`config.mk`:
```
export PLATFORM = sky130hd
export DESIGN_NAME = core_result_merger
export DESIGN_NICKNAME = d
export VERILOG_FILES = /design/src/rtl/core_result_merger.sv
export SDC_FILE = /design/constraint.sdc
export NUM_CORES = 1
export LEC_CHECK = 0
export BUFFER_PORTS_ARGS = -buffer_cell sky130_fd_sc_hd__buf_4
export CAP_MARGIN = 15
export CORE_MARGIN = 2
export CORE_UTILIZATION = 45
export DETAILED_ROUTE_END_ITERATION = 10
export PLACE_DENSITY = 0.77
export SLEW_MARGIN = 20
export SYNTH_ARGS = -nofsm -noshare
export SYNTH_HDL_FRONTEND = slang
export SYNTH_SLANG_ARGS = --single-unit
```
`constraint.sdc`:
```
create_clock -name Clk -period 4.36 [get_ports Clk]
set_input_delay 0.436 -clock Clk [delete_from_list [all_inputs] [get_ports Clk]]
set_output_delay 0.436 -clock Clk [all_outputs]
set_load 0.005 [all_outputs]
```
`src/rtl/core_result_merger.sv`:
```
// Merges per-core best-match results (SAD, v0, v1) into one minimum-SAD result
// using a raster-order tie-break; cores hand over results via valid/ack.
//
// state      | meaning
// ST_COLLECT | accepting one pending core result per cycle, lowest index first
// ST_DONE    | every core merged, out_v0/out_v1 final, valids ignored
module core_result_merger #(
   parameter int NUM_CORES = 2,
   parameter int SAD_W     = 32
) (
   input  logic                       Clk,
   input  logic                       Reset,
   input  logic                       start,
   input  logic [NUM_CORES-1:0]       res_valid,
   input  logic [NUM_CORES*SAD_W-1:0] res_sad,
   input  logic [NUM_CORES*32-1:0]    res_v0,
   input  logic [NUM_CORES*32-1:0]    res_v1,
   output logic [NUM_CORES-1:0]       res_ack,
   output logic [31:0]                out_v0,
   output logic [31:0]                out_v1,
   output logic                       out_done
);

   typedef enum logic {ST_COLLECT = 1'b0, ST_DONE = 1'b1} state_t;

   state_t                 state_q, state_d;
   logic [NUM_CORES-1:0]   got_q, got_d;
   logic                   have_best_q, have_best_d;
   logic [SAD_W-1:0]       best_sad_q, best_sad_d;
   logic [31:0]            best_v0_q, best_v0_d;
   logic [31:0]            best_v1_q, best_v1_d;
   logic [31:0]            out_v0_q, out_v0_d;
   logic [31:0]            out_v1_q, out_v1_d;
   logic                   out_done_q, out_done_d;

   logic [NUM_CORES-1:0]   grant;
   logic                   found;
   logic                   accept;
   logic                   all_got;
   logic                   replace;
   logic [SAD_W-1:0]       cand_sad;
   logic [31:0]            cand_v0;
   logic [31:0]            cand_v1;

   always_ff @(posedge Clk or negedge Reset) begin
      if (!Reset) begin
         state_q <= ST_COLLECT;
      end else begin
         state_q <= state_d;
      end
   end

   always_comb begin
      state_d = state_q;
      if (start) begin
         state_d = ST_COLLECT;
      end else if (state_q == ST_COLLECT && accept && all_got) begin
         state_d = ST_DONE;
      end
   end

   // Acks are suppressed while reset is held so no core believes it was taken.
   always_comb begin
      res_ack = '0;
      if (Reset && state_q == ST_COLLECT && !start) begin
         res_ack = grant;
      end
   end

   always_comb begin
      grant = '0;
      found = 1'b0;
      for (int i = 0; i < NUM_CORES; i++) begin
         if (!found && res_valid[i] && !got_q[i]) begin
            grant[i] = 1'b1;
            found    = 1'b1;
         end
      end
   end

   assign accept  = |res_ack;
   assign all_got = &(got_q | res_ack);

   always_comb begin
      cand_sad = '0;
      cand_v0  = '0;
      cand_v1  = '0;
      for (int i = 0; i < NUM_CORES; i++) begin
         if (res_ack[i]) begin
            cand_sad = res_sad[i*SAD_W +: SAD_W];
            cand_v0  = res_v0[i*32 +: 32];
            cand_v1  = res_v1[i*32 +: 32];
         end
      end
   end

   // Total order on (sad, v0, v1) makes the merge independent of arrival order.
   always_comb begin
      replace = 1'b0;
      if (!have_best_q) begin
         replace = 1'b1;
      end else if (cand_sad < best_sad_q) begin
         replace = 1'b1;
      end else if (cand_sad == best_sad_q && cand_v0 < best_v0_q) begin
         replace = 1'b1;
      end else if (cand_sad == best_sad_q && cand_v0 == best_v0_q && cand_v1 < best_v1_q) begin
         replace = 1'b1;
      end
   end

   always_comb begin
      got_d       = got_q;
      have_best_d = have_best_q;
      best_sad_d  = best_sad_q;
      best_v0_d   = best_v0_q;
      best_v1_d   = best_v1_q;
      out_v0_d    = out_v0_q;
      out_v1_d    = out_v1_q;
      out_done_d  = out_done_q;
      if (start) begin
         got_d       = '0;
         have_best_d = 1'b0;
         best_sad_d  = '0;
         best_v0_d   = '0;
         best_v1_d   = '0;
         out_v0_d    = '0;
         out_v1_d    = '0;
         out_done_d  = 1'b0;
      end else if (accept) begin
         got_d = got_q | res_ack;
         if (replace) begin
            have_best_d = 1'b1;
            best_sad_d  = cand_sad;
            best_v0_d   = cand_v0;
            best_v1_d   = cand_v1;
         end
         if (all_got) begin
            out_v0_d   = best_v0_d;
            out_v1_d   = best_v1_d;
            out_done_d = 1'b1;
         end
      end
   end

   always_ff @(posedge Clk or negedge Reset) begin
      if (!Reset) begin
         got_q       <= '0;
         have_best_q <= 1'b0;
         best_sad_q  <= '0;
         best_v0_q   <= '0;
         best_v1_q   <= '0;
         out_v0_q    <= '0;
         out_v1_q    <= '0;
         out_done_q  <= 1'b0;
      end else begin
         got_q       <= got_d;
         have_best_q <= have_best_d;
         best_sad_q  <= best_sad_d;
         best_v0_q   <= best_v0_d;
         best_v1_q   <= best_v1_d;
         out_v0_q    <= out_v0_d;
         out_v1_q    <= out_v1_d;
         out_done_q  <= out_done_d;
      end
   end

   assign out_v0   = out_v0_q;
   assign out_v1   = out_v1_q;
   assign out_done = out_done_q;

endmodule

```
==> key figures, run 1 <==
Timing
  – Finish-stage setup viols: 0
  – Hold Vio Cnt, Final: 0
  – Worst Max-Slew Pin Slew: 0.8397 ns
  – Final period util: 95.59%
  – Max Freq: 239.9 MHz
  – Fin crit period: 4.168 ns
  – RSZ-0062 raised after global routing: yes
  – Number of max-slew violations in the final report: 0
  – Layout Skew: 0.01358 ns
  – Rel. slew slack: 44.02%

Final layout
  – Layout Nets: 1640
  – Final Cell Area: 13610 sq um
  – Final Util: 60.49%
  – Register area: 4129 sq um
  – Footprint of the multi-input gates: 5497 sq um
  – Area growth from synthesis to layout: 32.63%
  – FILL cells: 1931
  – Ant diodes: 0
  – Share of cells above drive strength 1: 27.63%
  – Non-filler cells in the finished layout: 1646

Floorplan
  – Die Wd: 155.0 um
  – IO Count: 264
  – Die Footprint: 24030 sq um
  – Row Count: 55
  – Total core area: 22500 sq um
  – Initial Util: 45.61%
  – Vert. Die Dim: 155.0 um

Clock network
  – Clock slew at reported path FFs: 0.07 ns
  – CTS tree: yes
  – Clock Tree Buf Depth: 2
  – Clk root buf: clkbuf_16
  – H-tree Lvls: 4
  – CTS buffer count: 17
  – Skew-Pair Late Insertion Delay: 0.43 ns
  – Sink Count: 165

Detailed routing
  – Post-Route WL: 31120 um
  – WL/cell: 18.91 um
  – Antenna viol nets, final: 0
  – DR vias/cell: 5.892
  – DR iter-0 viols: 806
  – Via count: 9698
  – Remaining DRCs: 0
  – Pre-Repair DR Iteration Count: 7

Yosys
  – Synth Cell Area: 10260 sq um
  – Seq/Total Area, Yosys: 40.23%
  – Post-synth top area share: 40.23%
  – Post-Syn Instances: 1084
  – Synth area leader: dfrtp_1
  – Yosys cell types: 49
  – Yosys warns: 0
  – Syn_area_per_cell: 9.468 sq um
  – Yosys reg bits: 165
  – Area contributors post-synth: dfrtp_1, ha_1, a22o_1
  – Mapped Nets: 1376

Critical path
  – Crit path DAT: 4.45 ns
  – CP max-delay cell: nor4bb_4
  – CP dominant cell by count: buf_12
  – R2R cell count: 18
  – Crit-path max cell delay: 0.40 ns
  – Crit path launch type: flip-flop
  – R2r endpoint: out_v1[17]$_DFFE_PN0P_
  – Critical Path RT: 4.64 ns
  – CP endpoint kind: flip-flop
  – Worst-path maximum fanout: 17
  – Reg-to-reg setup timing slack: 0.19 ns
  – Setup Crit Path Kind: flip-flop to flip-flop
  – Crit-path cells: inv_2 -> nand3_1 -> nor4bb_4 -> buf_6 -> buf_12 -> a22o_1 -> inv_1 -> ha_1 -> nand4_1 -> a211o_1 -> a211o_1 -> a2111oi_0 -> and4b_1 -> or3_4 -> buf_12 -> buf_12 -> mux2i_1 -> o21ai_1
  – FF-to-FF Start: state_q$_DFFE_PN0P_

Job
  – Max Cap Violations: 0

Run status
  – Status: complete, no violations

GRT
  – GR Layer Usage met1: 35.39%
  – Largest net degree at the start of global routing: 79
  – GRT Max-Usage Layer: met2
  – Total GRT Usage: 25.30%
  – First-pass GRT wire length: 48800 um
  – M2 GR Usage: 40.85%
  – Initial antenna violation count: 0
  – Number of global-route vias before repair: 9326
  – GRT met3 Usage: 3.315%
  – Total global routing overflow: 0

Pwr
  – Max IR drop VDD: 0.1618 mV
  – P per Cell Area: 291.0 nW/um^2
  – Static Leak: 0.006851 uW

Placement
  – Final GP Congestion: 0.8874
  – Input/output buffers: 263
  – Cell area after placement: 12910 sq um
  – Placed cells: 1606
  – Hpwl dp: 21780 um

Worst hold path
  – Hold Crit Class: input pin to asynchronous set/reset pin
-- layer usage --
metal,vias up,wire length [um]
li1,4549,-
met1,4762,13610
met2,354,14890
met3,33,2022
met4,0,597
met5,-,0
-- final cells by class --
type	instances	area share, %
well taps	285	2.619
clock inverters	13	0.9191
flip-flops and latches	165	30.33
inverters	103	2.840
clock buffers	19	3.180
multi-input cells	740	40.38
repair buffers	321	19.73
-- cell usage after synthesis (all sizes together) --
| cell type | count |
|---|---|
| a2111oi | 4 |
| a211o | 3 |
| a211oi | 6 |
| a21o | 5 |
| a21oi | 31 |
| a221o | 35 |
| a221oi | 2 |
| a22o | 129 |
| a22oi | 36 |
| and2 | 2 |
| and3 | 35 |
| and3b | 1 |
| and4 | 5 |
| and4b | 1 |
| buf | 21 |
| clkbuf | 55 |
| dfrtp | 165 |
| ha | 95 |
| inv | 103 |
| mux2i | 32 |
| nand2 | 101 |
| nand2b | 1 |
| nand3 | 76 |
| nand4 | 16 |
| nor2 | 25 |
| nor2b | 3 |
| nor3 | 4 |
| nor4 | 5 |
| nor4bb | 1 |
| o211ai | 3 |
| o21a | 1 |
| o21ai | 69 |
| o221a | 1 |
| o221ai | 1 |
| o22ai | 3 |
| o311ai | 1 |
| o31ai | 1 |
| or2 | 4 |
| or3 | 1 |
| or4 | 1 |
-- power breakdown --
group          switching (uW)  internal, uW
registers                63.0          1600
logic                     440           405
clock network             653           796
-- flip-flops by register name, indices dropped and copies added, names as in the netlist --
register and cells:
best_v0_q 32, out_v1 32, got_q 2, best_sad_q 32, best_v1_q 32, out_v0 32, state_q 1, out_done 1
have_best_q 1
-- placed cells by master, fill, tap and decap left out, types with 19 or more instances in the layout --
master   instances
o21ai_1         58
a22oi_1         36
a21oi_1         29
buf_12          20
dfrtp_1        165
ha_1            95
nor2_1          19
nand3_1         76
a221o_1         35
mux2i_1         28
a22o_1         127
buf_4          296
inv_1          101
and3_1          35
nand2_1        101
-- how the worst max path moves through the flow --
stage | start | endpoint | slack (ns)
after global routing | state_q$_DFFE_PN0P_ | out_v1[17]$_DFFE_PN0P_ | -0.04
after detailed placement | start | best_sad_q[10]$_DFFE_PN0P_ | -0.07
final | state_q$_DFFE_PN0P_ | out_v1[17]$_DFFE_PN0P_ | 0.19
after CTS | state_q$_DFFE_PN0P_ | best_v1_q[19]$_DFFE_PN0P_ | 0.09
after global placement | start | out_v0[9]$_DFFE_PN0P_ | -0.02
after floorplan | start | out_v0[10]$_DFFE_PN0P_ | 0.03
-- metrics by stage --
step	hold WS, ns	TNS, ns	power, uW	worst slack (ns)
3_5_place_dp	0.4814	-3.416	2514	-0.07251
4_1_cts	0.06225	0	3953	0.09478
2_1_floorplan	0.1404	0	2141	0.02626
6_report	0.05908	0	3962	0.1924
3_3_place_gp	0.4697	-0.8473	2488	-0.02223
5_1_grt	0.07624	-0.4863	4140	-0.04453
-- critical path, delay by kind of cell, from the launching register on --
family | cells | cell delay (ns)
AOI/OAI and AO/OA | 5 | 1.21
and+or+nand+nor | 5 | 1.12
buffers and inverters | 6 | 0.77
DFF | 1 | 0.38
adders and majority gates | 1 | 0.27
muxes | 1 | 0.25
-- cells by family after synthesis --
family | synth area share, %
AOI/OAI and AO/OA | 24.59
adders and majority gates | 11.58
buffers and inverters | 7.107
DFF | 40.23
muxes | 3.121
and+or+nand+nor | 13.37
-- timing repair --
item	CTS	global route
setup buffers	0	5
gates resized for setup	0	13
setup endpoints to repair	0	122
hold buffers	0	0
Power figures use the tool's default switching activity.
==> run 2, diff against run 1 <==
--- a/config.mk
+++ b/config.mk
@@ -11,6 +11,8 @@
 export CORE_UTILIZATION = 45
 export DETAILED_ROUTE_END_ITERATION = 10
 export PLACE_DENSITY = 0.77
+export RECOVER_POWER = 100
+export SKIP_CTS_REPAIR_TIMING = 1
 export SLEW_MARGIN = 20
 export SYNTH_ARGS = -nofsm -noshare
 export SYNTH_HDL_FRONTEND = slang
==> run 2 against run 1 <==
Against the previous run: the run now ends with capacitance limit, slew limit left; highest routed layer unchanged; die area unchanged; largest cell class unchanged; critical path type unchanged; global-route usage unchanged; sequential share of layout area hardly changed; critical endpoint unchanged; clock skew is essentially flat; first-iteration DRC count decreased by 0.37%; cell area about the same; register-to-register slack is essentially flat; cell count is the same; wire length about the same; non-clock buffer count unchanged.
==> key figures, run 2 (synthesis results as in run 1) <==
Floorplan
  – Vert. Die Dim: 155.0 um (unchanged)
  – Die Wd: 155.0 um (unchanged)
  – Row Count: 55 (unchanged)
  – Die Footprint: 24030 sq um (unchanged)
  – IO Count: 264 (unchanged)
  – Total core area: 22500 sq um (unchanged)
  – Initial Util: 45.61% (unchanged)

Job
  – Max Cap Violations: 1 (was 0)

Timing
  – Layout Skew: 0.01358 ns (about the same)
  – Number of max-slew violations in the final report: 29 (was 0)
  – Max Freq: 240.2 MHz (was 239.9 MHz)
  – Finish-stage setup viols: 0 (unchanged)
  – Fin crit period: 4.164 ns (was 4.168 ns)
  – Final period util: 95.49% (was 95.59%)
  – Hold Vio Cnt, Final: 0 (unchanged)
  – Worst Max-Slew Pin Slew: 1.587 ns (was 0.8397 ns)
  – RSZ-0062 raised after global routing: yes (unchanged)
  – Rel. slew slack: -5.812% (was 44.02%)

GRT
  – First-pass GRT wire length: 48800 um (unchanged)
  – Largest net degree at the start of global routing: 79 (unchanged)
  – Total GRT Usage: 25.30% (unchanged)
  – Initial antenna violation count: 0 (unchanged)
  – Total global routing overflow: 0 (unchanged)
  – Number of global-route vias before repair: 9326 (unchanged)

Detailed routing
  – WL/cell: 18.89 um (was 18.91 um)
  – Pre-Repair DR Iteration Count: 5 (was 7)
  – DR iter-0 viols: 803 (was 806)
  – Antenna viol nets, final: 0 (unchanged)
  – DR vias/cell: 5.905 (was 5.892)
  – Via count: 9720 (was 9698)
  – Post-Route WL: 31090 um (was 31120 um)
  – Remaining DRCs: 0 (unchanged)

Critical path
  – CP endpoint: out_v1[17]$_DFFE_PN0P_ (unchanged)
  – Critical Path RT: 4.64 ns (about the same)
  – CP endpoint kind: flip-flop (unchanged)
  – R2r endpoint: out_v1[17]$_DFFE_PN0P_ (unchanged)
  – CP Launch Point: state_q$_DFFE_PN0P_ (unchanged)
  – Crit path DAT: 4.44 ns (was 4.45 ns)
  – Setup Crit Path Kind: flip-flop to flip-flop (unchanged)
  – R2R cell count: 18 (unchanged)
  – Worst-path maximum fanout: 17 (unchanged)
  – FF-to-FF Start: state_q$_DFFE_PN0P_ (unchanged)
  – Crit path launch type: flip-flop (unchanged)
  – Reg-to-reg setup timing slack: 0.20 ns (was 0.19 ns)

Placement
  – Input/output buffers: 263 (unchanged)
  – Final GP Congestion: 0.8874 (unchanged)
  – Cell area after placement: 12910 sq um (unchanged)
  – Hpwl dp: 21780 um (unchanged)

Final layout
  – Layout Nets: 1640 (unchanged)
  – Commonest non-fill, non-tap cell in the layout: buf_4 (unchanged)
  – Final Util: 60.48% (was 60.49%)
  – Ant diodes: 0 (unchanged)
  – Final Cell Area: 13610 sq um (about the same)
  – Area growth from synthesis to layout: 32.60% (was 32.63%)
  – Share of cells above drive strength 1: 27.55% (was 27.63%)
  – Commonest non-fill, non-tap cells in the layout: buf_4, dfrtp_1, a22o_1 (unchanged)

Clock network
  – Clock Tree Buf Depth: 2 (unchanged)
  – CTS buffer count: 17 (unchanged)
  – CTS tree: yes (unchanged)
  – H-tree Lvls: 4 (unchanged)
  – Clock slew at reported path FFs: 0.07 ns (about the same)
  – Clk root buf: clkbuf_16 (unchanged)
  – Sink Count: 165 (unchanged)
  – Skew-Pair Late Insertion Delay: 0.43 ns (about the same)

Worst hold path
  – Hold Crit Class: input pin to flip-flop (was input pin to asynchronous set/reset pin)
  – Hold path start: res_sad[32]
  – Depth of the worst hold-timing path: 3

Run status
  – Status: finished, violations left (was complete, no violations)
  – Failing checks: capacitance limit, slew limit

Pwr
  – Max IR drop VDD: 0.1618 mV (about the same)
  – Static Leak: 0.006848 uW (was 0.006851 uW)
  – P per Cell Area: 290.9 nW/um^2 (was 291.0 nW/um^2)
-- run 2: changes by cell type in the layout (fill, tap and decap cells not counted) --
cell | before | now
clkbuf_1 | 2 | 3
buf_4 | 296 | 295
-- run 2: worst min-delay path by stage --
stage,endpoint,slack [ns]
after floorplan,best_sad_q[0]$_DFFE_PN0P_,0.14
after global placement,out_v1[16]$_DFFE_PN0P_,0.47
after detailed placement,out_v1[5]$_DFFE_PN0P_,0.48
after CTS,best_v0_q[14]$_DFFE_PN0P_,0.06
after global routing,best_sad_q[0]$_DFFE_PN0P_,0.40
final,best_sad_q[0]$_DFFE_PN0P_,0.38
-- run 2: layer usage --
layer,wire length [um],track usage [%],vias up
met5,0,0,-
li1,-,-,4549
met2,14890,40.85,360
met1,13580,35.39,4775
met3,2032,3.315,36
met4,588,8.333,0
-- run 2: report_power, final --
group          switching [uW]  internal, uW
registers                63.3          1600
clock network             650           796
logic                     440           405
total                    1150          2810
-- run 2: critical path, cell delays in order (launching register included) --
cell and delay, ns:
dfrtp_1 0.38, inv_2 0.05, nand3_1 0.13, nor4bb_4 0.40, buf_6 0.20, buf_12 0.15
a22o_1 0.22, inv_1 0.08, ha_1 0.27, nand4_1 0.11, a211o_1 0.30, a211o_1 0.24
a2111oi_0 0.34, and4b_1 0.30, or3_4 0.18, buf_12 0.14, buf_12 0.15, mux2i_1 0.25
o21ai_1 0.10
-- run 2: final cells by class --
class                           count  area (sq um)
Clock buffer                       19         432.9
Clock inverter                     13         125.1
Fill cell                        1933          8894
Inverter                          103         386.6
Multi-Input combinational cell    740          5497
Sequential cell                   165          4129
Tap cell                          285         356.6
Timing Repair Buffer              321          2683
-- run 2: per-stage QoR --
stage	cells	setup slack, ns	power (uW)	hold WS [ns]	setup TNS, ns
floorplan	1084	0.02626	2141	0.1404	0
global placement	1606	-0.02223	2488	0.4697	-0.8473
detailed placement	1606	-0.07251	2514	0.4814	-3.416
CTS	1638	0.09478	3953	0.06225	0
global route	1646	-0.04452	4140	0.3958	-0.4862
finish	1646	0.1965	3959	0.3753	0
==> run 3, diff against run 2 <==
--- a/config.mk
+++ b/config.mk
@@ -10,7 +10,7 @@
 export CORE_MARGIN = 2
 export CORE_UTILIZATION = 45
 export DETAILED_ROUTE_END_ITERATION = 10
-export PLACE_DENSITY = 0.77
+export PLACE_DENSITY = 0.83
 export RECOVER_POWER = 100
 export SKIP_CTS_REPAIR_TIMING = 1
 export SLEW_MARGIN = 20
==> run 3 against run 2 <==
Against the previous run: the flow still finishes with violations (capacitance limit, slew limit); maximum frequency fell by 3.5%; power rose by 2.6%; utilization rose by 2.0 points; cell count rose by 3.1%; global-route usage rose by 0.74 points; critical path depth fell by 1; via count rose by 4.7%; clock-buffer cell count rose by 3; worst hold slack got worse by 0.019 ns; largest power group unchanged; highest routed layer is now met5.
==> key figures, run 3 (synthesis results as in run 1) <==
Critical path
  – CP endpoint kind: flip-flop (unchanged)
  – Crit path launch type: flip-flop (unchanged)
  – Critical Path RT: 4.72 ns (was 4.64 ns)
  – CP Launch Point: state_q$_DFFE_PN0P_ (unchanged)
  – Crit path DAT: 4.68 ns (was 4.44 ns)
  – FF-to-FF Start: state_q$_DFFE_PN0P_ (unchanged)
  – R2r endpoint: out_v0[24]$_DFFE_PN0P_ (was out_v1[17]$_DFFE_PN0P_)
  – Reg-to-reg setup timing slack: 0.04 ns (was 0.20 ns)
  – Setup Crit Path Kind: flip-flop to flip-flop (unchanged)
  – CP endpoint: out_v0[24]$_DFFE_PN0P_ (was out_v1[17]$_DFFE_PN0P_)
  – R2R cell count: 17 (was 18)
  – Worst-path maximum fanout: 14 (was 17)

Clock network
  – Skew-Pair Late Insertion Delay: 0.43 ns (about the same)
  – H-tree Lvls: 4 (unchanged)
  – Clock Tree Buf Depth: 2 (unchanged)
  – Sink Count: 165 (unchanged)
  – CTS buffer count: 17 (unchanged)
  – Clock slew at reported path FFs: 0.07 ns (about the same)
  – CTS tree: yes (unchanged)
  – Clk root buf: clkbuf_16 (unchanged)

Timing
  – Max Freq: 231.7 MHz (was 240.2 MHz)
  – Finish-stage setup viols: 0 (unchanged)
  – Final period util: 98.98% (was 95.49%)
  – Worst Max-Slew Pin Slew: 2.304 ns (was 1.587 ns)
  – Number of max-slew violations in the final report: 170 (was 29)
  – Setup ws final: 0.04452 ns (was 0.1965 ns)
  – Rel. slew slack: -53.59% (was -5.812%)
  – Fin crit period: 4.315 ns (was 4.164 ns)
  – Layout Skew: 0.01047 ns (was 0.01358 ns)
  – Hold Vio Cnt, Final: 0 (unchanged)

Pwr
  – P per Cell Area: 288.8 nW/um^2 (was 290.9 nW/um^2)
  – Static Leak: 0.007020 uW (was 0.006848 uW)
  – Max IR drop VDD: 0.2064 mV (was 0.1618 mV)

GRT
  – Number of global-route vias before repair: 9931 (was 9326)
  – Total global routing overflow: 0 (unchanged)
  – Largest net degree at the start of global routing: 65 (was 79)
  – First-pass GRT wire length: 50270 um (was 48800 um)
  – Initial antenna violation count: 2 (was 0)
  – Total GRT Usage: 26.04% (was 25.30%)

Floorplan
  – Die Footprint: 24030 sq um (unchanged)
  – Row Count: 55 (unchanged)
  – Initial Util: 45.61% (unchanged)
  – Die Wd: 155.0 um (unchanged)
  – Total core area: 22500 sq um (unchanged)
  – Vert. Die Dim: 155.0 um (unchanged)
  – IO Count: 264 (unchanged)

Final layout
  – Non-filler cells in the finished layout: 1697 (was 1646)
  – Share of cells above drive strength 1: 29.13% (was 27.55%)
  – Area growth from synthesis to layout: 37.05% (was 32.60%)
  – Layout Nets: 1690 (was 1640)
  – Commonest non-fill, non-tap cells in the layout: buf_4, dfrtp_1, a22o_1 (unchanged)
  – Commonest non-fill, non-tap cell in the layout: buf_4 (unchanged)

Job
  – Max Cap Violations: 3 (was 1)

Detailed routing
  – Pre-Repair DR Iteration Count: 6 (was 5)
  – DR iter-0 viols: 815 (was 803)
  – WL/cell: 19.79 um (was 18.89 um)
  – Antenna viol nets, final: 0 (unchanged)
  – Via count: 10180 (was 9720)
  – Remaining DRCs: 0 (unchanged)
  – DR vias/cell: 5.996 (was 5.905)
  – Post-Route WL: 33590 um (was 31090 um)

Placement
  – Post-Place Worst Slack: -0.3404 ns (was -0.07251 ns)
  – Final GP Congestion: 0.8530 (was 0.8874)
  – Input/output buffers: 263 (unchanged)
  – Placed cells: 1645 (was 1606)
  – Hpwl dp: 21850 um (was 21780 um)

Run status
  – Status: finished, violations left (unchanged)
  – Failing checks: capacitance limit, slew limit (unchanged)

Worst hold path
  – Hold Crit Class: input pin to flip-flop (unchanged)
## run 3: cell count changes in the layout (fill, tap and decap cells not counted), sizes merged
cell | before | now
clkbuf | 21 | 96
buf | 319 | 296
clkinv | 7 | 2
clkinvlp | 1 | 5
inv | 107 | 105
a21oi | 31 | 32
diode | 0 | 1
## run 3: worst min path at each step
stage	end	from	depth (start not counted)	slack (ns)
4_1_cts	out_v0[17]$_DFFE_PN0P_	Reset	2	0.09
3_5_place_dp	out_v1[3]$_DFFE_PN0P_	out_v1[3]$_DFFE_PN0P_	2	0.48
2_1_floorplan	best_sad_q[0]$_DFFE_PN0P_	Reset	0	0.14
5_1_grt	best_sad_q[0]$_DFFE_PN0P_	res_sad[32]	3	0.36
3_3_place_gp	out_v1[3]$_DFFE_PN0P_	out_v1[3]$_DFFE_PN0P_	2	0.47
6_report	best_sad_q[0]$_DFFE_PN0P_	res_sad[32]	3	0.36
## run 3: per-stage QoR
step	hold slack [ns]	instance area, sq um	utilization (%)	total power [uW]	setup TNS [ns]
finish	0.3560	14070	62.51	4063	0
global route	0.3625	14060	62.50	4245	-1.384
CTS	0.09453	13700	60.89	4014	-24.68
detailed placement	0.4793	13140	58.39	2548	-42.34
global placement	0.4709	13140	58.39	2525	-40.73
floorplan	0.1404	10270	-	2141	0
## run 3: power by group
part / switching, uW / internal [uW] / total [uW]
combinational: 480 / 445 / 925
clock: 647 / 821 / 1470
sequential: 65.0 / 1610 / 1670
total: 1190 / 2870 / 4060
## run 3: worst max-delay path, stage by stage, from the launching register on
cell,delay (ns)
dfrtp_1,0.37
inv_2,0.09
nand3_4,0.11
nor4bb_4,0.34
buf_6,0.21
buf_12,0.16
a22o_1,0.17
ha_1,0.18
and4_1,0.25
nand4_1,0.16
or4_1,0.59
a21oi_2,0.22
a2111oi_4,0.06
or3_4,0.45
buf_4,0.17
nor2_4,0.31
clkbuf_16,0.24
a221o_1,0.16
## run 3: layout make-up
cell class | count | area, sq um
Antenna cell | 1 | 2.502
Clock buffer | 22 | 464.2
Clock inverter | 10 | 98.84
Fill cell | 1851 | 8437
Inverter | 103 | 386.6
Multi-Input combinational cell | 741 | 5624
Sequential cell | 165 | 4129
Tap cell | 285 | 356.6
Timing Repair Buffer | 370 | 3004
## run 3: metal layers
metal	track usage [%]	wire length, um
met5	1.035	9
met4	9.392	1074
met3	6.462	3072
met2	42.50	15910
met1	33.63	13520
